--- config.mk ---
export PLATFORM = sky130hd
export DESIGN_NAME = div_issue_ctrl
export DESIGN_NICKNAME = d
export VERILOG_FILES = /design/src/rtl/div_issue_ctrl.sv
export SDC_FILE = /design/constraint.sdc
export NUM_CORES = 1
export LEC_CHECK = 0
export CORE_ASPECT_RATIO = 1.5
export CORE_MARGIN = 1.5
export CORE_UTILIZATION = 45
export CTS_CLUSTER_DIAMETER = 200
export DETAILED_ROUTE_END_ITERATION = 7
export PLACE_DENSITY = 0.7
export SLEW_MARGIN = 15
export SYNTH_ARGS = -nofsm -noshare
export SYNTH_HDL_FRONTEND = slang
export SYNTH_SLANG_ARGS = --single-unit
export TNS_END_PERCENT = 5
--- constraint.sdc ---
create_clock -name clk -period 3.15 [get_ports clk]
set_clock_uncertainty 0.15 [all_clocks]
set_input_delay 0.4725 -clock clk [delete_from_list [all_inputs] [get_ports clk]]
set_output_delay 0.4725 -clock clk [all_outputs]
set_load 0.02 [all_outputs]
--- src/rtl/div_issue_ctrl.sv ---
// Requester-side issue controller for the iterative divider: buffers DIV/REM
// micro-ops in order, starts the divider one op at a time and writes results back.

`ifndef DIV_OP_DIV
`define DIV_OP_DIV  3'b001
`endif
`ifndef DIV_OP_DIVU
`define DIV_OP_DIVU 3'b010
`endif

module div_issue_ctrl #(
  parameter int DEPTH = 4,
  parameter int TAG_W = 6
) (
  input  logic             clk,
  input  logic             rst_n,
  input  logic             flush,
  input  logic             in_valid,
  output logic             in_ready,
  input  logic [2:0]       in_funct3,
  input  logic [31:0]      in_rs1,
  input  logic [31:0]      in_rs2,
  input  logic [TAG_W-1:0] in_tag,
  output logic             div_start,
  output logic [2:0]       div_opcode,
  output logic [31:0]      div_divident,
  output logic [31:0]      div_divisor,
  input  logic [31:0]      div_quotient,
  input  logic [31:0]      div_remainder,
  input  logic             div_finish,
  output logic             wb_valid,
  input  logic             wb_ready,
  output logic [TAG_W-1:0] wb_tag,
  output logic [31:0]      wb_data
);

  // state  | meaning
  // IDLE   | no op in the divider; issues the FIFO head when present
  // WAIT   | op in the divider, result still wanted
  // DRAIN  | op in the divider was flushed; wait for finish, then drop it
  // WB     | result held on the writeback port until accepted or flushed
  typedef enum logic [1:0] {S_IDLE, S_WAIT, S_DRAIN, S_WB} state_e;

  localparam int PTR_W = (DEPTH > 1) ? $clog2(DEPTH) : 1;
  localparam int CNT_W = PTR_W + 1;

  state_e state_q, state_d;

  logic [1:0]       f3_mem_q  [DEPTH];
  logic [31:0]      rs1_mem_q [DEPTH];
  logic [31:0]      rs2_mem_q [DEPTH];
  logic [TAG_W-1:0] tag_mem_q [DEPTH];

  logic [PTR_W-1:0] wr_ptr_q, rd_ptr_q;
  logic [CNT_W-1:0] count_q;

  logic full, empty, push, pop, clr;

  logic [1:0]       head_f3;
  logic [TAG_W-1:0] head_tag;

  logic [TAG_W-1:0] tag_q, tag_d;
  logic             rem_sel_q, rem_sel_d;
  logic [31:0]      data_q, data_d;

  logic unused_f3;
  assign unused_f3 = in_funct3[2];

  assign full     = (count_q == CNT_W'(DEPTH));
  assign empty    = (count_q == '0);
  assign in_ready = !full && !flush;
  assign push     = in_valid && in_ready;

  assign head_f3  = f3_mem_q[rd_ptr_q];
  assign head_tag = tag_mem_q[rd_ptr_q];

  // Operands are presented from the head continuously; the divider only samples on div_start.
  assign div_opcode   = empty ? 3'b000 : (head_f3[0] ? `DIV_OP_DIVU : `DIV_OP_DIV);
  assign div_divident = empty ? 32'h0 : rs1_mem_q[rd_ptr_q];
  assign div_divisor  = empty ? 32'h0 : rs2_mem_q[rd_ptr_q];

  assign wb_tag  = tag_q;
  assign wb_data = data_q;

  always_ff @(posedge clk) begin
    if (push) begin
      f3_mem_q[wr_ptr_q]  <= in_funct3[1:0];
      rs1_mem_q[wr_ptr_q] <= in_rs1;
      rs2_mem_q[wr_ptr_q] <= in_rs2;
      tag_mem_q[wr_ptr_q] <= in_tag;
    end
  end

  always_ff @(posedge clk or negedge rst_n) begin
    if (!rst_n) begin
      wr_ptr_q <= '0;
      rd_ptr_q <= '0;
      count_q  <= '0;
    end else if (clr) begin
      wr_ptr_q <= '0;
      rd_ptr_q <= '0;
      count_q  <= '0;
    end else begin
      if (push) wr_ptr_q <= wr_ptr_q + 1'b1;
      if (pop)  rd_ptr_q <= rd_ptr_q + 1'b1;
      count_q <= count_q + CNT_W'(push) - CNT_W'(pop);
    end
  end

  always_ff @(posedge clk or negedge rst_n) begin
    if (!rst_n) begin
      state_q   <= S_IDLE;
      tag_q     <= '0;
      rem_sel_q <= 1'b0;
      data_q    <= '0;
    end else begin
      state_q   <= state_d;
      tag_q     <= tag_d;
      rem_sel_q <= rem_sel_d;
      data_q    <= data_d;
    end
  end

  always_comb begin
    state_d   = state_q;
    tag_d     = tag_q;
    rem_sel_d = rem_sel_q;
    data_d    = data_q;
    div_start = 1'b0;
    wb_valid  = 1'b0;
    pop       = 1'b0;
    clr       = 1'b0;
    unique case (state_q)
      S_IDLE: begin
        if (flush) begin
          clr = 1'b1;
        end else if (!empty) begin
          div_start = 1'b1;
          pop       = 1'b1;
          tag_d     = head_tag;
          rem_sel_d = head_f3[1];
          // Divide-by-zero and overflow finish in the start cycle.
          if (div_finish) begin
            data_d  = head_f3[1] ? div_remainder : div_quotient;
            state_d = S_WB;
          end else begin
            state_d = S_WAIT;
          end
        end
      end
      S_WAIT: begin
        if (flush) begin
          clr     = 1'b1;
          state_d = div_finish ? S_IDLE : S_DRAIN;
        end else if (div_finish) begin
          data_d  = rem_sel_q ? div_remainder : div_quotient;
          state_d = S_WB;
        end
      end
      S_DRAIN: begin
        if (div_finish) state_d = S_IDLE;
      end
      S_WB: begin
        wb_valid = 1'b1;
        if (flush) begin
          clr     = 1'b1;
          state_d = S_IDLE;
        end else if (wb_ready) begin
          state_d = S_IDLE;
        end
      end
      default: state_d = S_IDLE;
    endcase
  end

endmodule

==> impl_metrics.yaml <==
floorplanning:
  die_width_um: 142
  die_y_um: 212
  io_pins: 251
  num_rows: 76
  core_um2: 28700
  initial_core_util_pct: 45.6
  dieArea_um2: 30200
global_route:
  grt_util_all_layers_pct: 18.5
  grt_remaining_overflow: 0
  gr-usage-met2_pct: 34.8
  grt_busiest_layer: "met2"
  met1_usage_pct: 20.6
  grt_pass1_wl_um: 41800
  first_global_vias: 7516
  grt_antenna_before_repair: 4
  grt_max_degree: 65
  met3_usage_pct: 4.48
timing:
  hold_slack_ns: 0.334
  slew_headroom_pct: 57.2
  min_period_over_period_pct: 99.9
  finalCriticalPeriod_ns: 3.15
  tightestPinTransition_ns: 0.641
  finalSetupTns_ns: 0
  setup_violations: 0
  layout_setup_ws_ns: 0.00402
  fmax_mhz: 318
  finalHoldViolations: 0
  grt_setup_unrepaired: "true"
  maxSlewViolCount: 0
synthesis:
  syn-cell-area_um2: 13100
  synth_top_area_share_pct: 66.0
  synth_ff_type: "edfxtp_1"
  synthTopCellsByArea: "edfxtp_1 (66%), mux4_2 (12%), dfrtp_1 (9.2%)"
  syn_inst: 706
  ys_types: 35
  synth.yosys.seq_area_share_pct: 75.2
  ys_seq_elements: 336
  ys_async_sr_fraction_pct: 14.3
  netlist_top_cells_count: "edfxtp_1 (288), mux4_2 (72), and2_1 (70)"
  yosys_warnings: 0
  synth-edff-count: 288
  synth_nets: 856
  synth_most_common_cell: "edfxtp_1"
  yosys.area.top_type: "edfxtp_1"
  syn_avg_cell_area_um2: 18.6
detailed_routing:
  routed_via_density: 5.10
  routedWlPerCell_um: 20.1
  drcViolationCount: 0
  vias: 7090
  dr.pass1.iters: 4
  wl_um: 27900
  drt_iter0_markers: 316
  ant_nets: 0
clock_tree:
  clk_pin_slew_worst_paths_ns: 0.06
  cts_buffers: 31
  htreeDepth: 1
  cts_tree: "built"
  cts_buffer_depth: 3
  clock_latency_ns: 0.55
  root_buffer: "clkbuf_16"
  clkSinkCount: 336
layout:
  fillCellCount: 2177
  fin_util_pct: 60.4
  num-nets-final: 1129
  fin_cells: 1389
  areaGrowthSynthToFinish_pct: 32.5
  stdcell_area_um2: 17300
  drive_gt1_share_pct: 16.1
critical_path:
  rr_startpoint: "count_q[1]"
  startpoint: "count_q[1]"
  reg2reg_setup_slack_ns: 0.44
  crit_required_ns: 2.53
  worst-endpoint-arrival_ns: 2.52
  crit_path_end_kind: "output port"
  reg2reg_depth: 11
  crit_type: "reg -> out"
  crit_end: "div_divident[15]"
  r2r_end: "count_q[2]"
  start_kind: "register"
  critical_path_peak_fanout: 42
placed_design:
  gp_congestion: 0.743
  dp_slack_ns: 0.231
  placement.io_buffers: 248
  dpl_cell_area_um2: 16200
  place_inst: 1330
  dp_hpwl_um: 17100
power:
  cellPowerDensity_nw_per_um2: 842
  p_leak_nw: 6.46
  total_power_mw: 14.6
  ir_worst_vdd_mv: 0.533
run:
  drv_cap: 0
outcome:
  status: "finished clean"
hold_path:
  hold_path.class: "in -> reg"
[cell type report]
cell class                 count  area, µm²  area share, %
sequential                   336       9860           56.8
multi-input combinational    322       3060           17.6
clock buffer                  37        798           4.60
timing repair buffer         279       3000           17.3
tap                          390        488           2.81
inverter                       9       33.8          0.195
antenna                        3       7.51         0.0433
clock inverter                13        109          0.627
[placed cells by master (no fill, tap or decap), types with 3 or more instances in the layout]
master | synthesis | layout
and2_1 | 70 | 66
ha_1 | 6 | 6
xor2_1 | 4 | 4
dlygate4sd2_1 | 0 | 18
clkinv_2 | 0 | 6
buf_6 | 0 | 3
clkbuf_16 | 0 | 33
a31oi_1 | 32 | 32
mux4_2 | 72 | 72
inv_1 | 8 | 8
clkinv_1 | 0 | 5
buf_4 | 1 | 14
nor2_1 | 42 | 42
clkbuf_1 | 22 | 6
buf_12 | 0 | 9
dlymetal6s2s_1 | 0 | 46
diode_2 | 0 | 3
mux2_2 | 7 | 7
dfrtp_1 | 48 | 46
nand2_1 | 65 | 65
and2_4 | 0 | 4
edfxtp_1 | 288 | 288
clkdlybuf4s50_1 | 0 | 182
[power by group]
| part | internal, mW | leakage, nW | switching (mW) |
|---|---|---|---|
| registers | 5.48 | 3.17 | 0.276 |
| logic | 2.57 | 2.85 | 2.83 |
| clock network | 1.94 | 0.449 | 1.50 |
| total | 9.99 | 6.46 | 4.61 |
[registers in the layout (all words and copies together), names as in the netlist, 2 cells and up]
name and count:
wr_ptr_q 2, tag_mem_q 24, state_q 2, rd_ptr_q 2
wb_tag 6, f3_mem_q 8, rs1_mem_q 128, count_q 3
rs2_mem_q 128, wb_data 32
[repair_timing]
item	in CTS	in global routing
setup buffers	2	1
gates cloned	0	2
gates resized for setup	20	52
hold endpoints to repair	48	0
hold buffers	1	0
endpoints found under the setup margin	66	47
[worst max-delay path, cell delays in order (launching register included)]
cell	delay [ns]
dfrtp_1	0.45
or3_2	0.55
buf_6	0.22
and2_1	0.18
clkdlybuf4s50_1	0.53
[metal layers]
| metal | vias up | share of wire (%) |
|---|---|---|
| met5 | - | 0.039 |
| met4 | 2 | 1.7 |
| met3 | 33 | 7.4 |
| met2 | 222 | 54 |
| met1 | 3561 | 37 |
| li1 | 3272 | - |
[how the worst min path moves through the flow]
stage / from / endpoint / slack, ns / cells past startpoint
6_report: div_remainder[1] / wb_data[1] / 0.33 / 3
5_1_grt: div_quotient[13] / wb_data[13] / 0.32 / 3
4_1_cts: div_remainder[16] / wb_data[16] / 0.30 / 3
3_5_place_dp: rem_sel_q / rem_sel_q / 0.34 / 1
3_3_place_gp: rem_sel_q / rem_sel_q / 0.33 / 1
2_1_floorplan: rst_n / count_q[0] / 0.03 / 0
[logic make-up (layout without fill, tap and decap cells)]
kind of cell	Yosys count	in the layout	synth area share, %
buffers and inverters	48	338	1.55
AND/OR/NAND/NOR	185	185	6.78
other	1	4	0.0286
XOR/XNOR	6	6	0.401
multiplexers	80	80	13.1
flip-flops	336	336	75.2
AO/OA/AOI/OAI	43	43	2.25
adder cells (fa/ha/maj)	7	7	0.726
(Power assumes the default switching activity.)
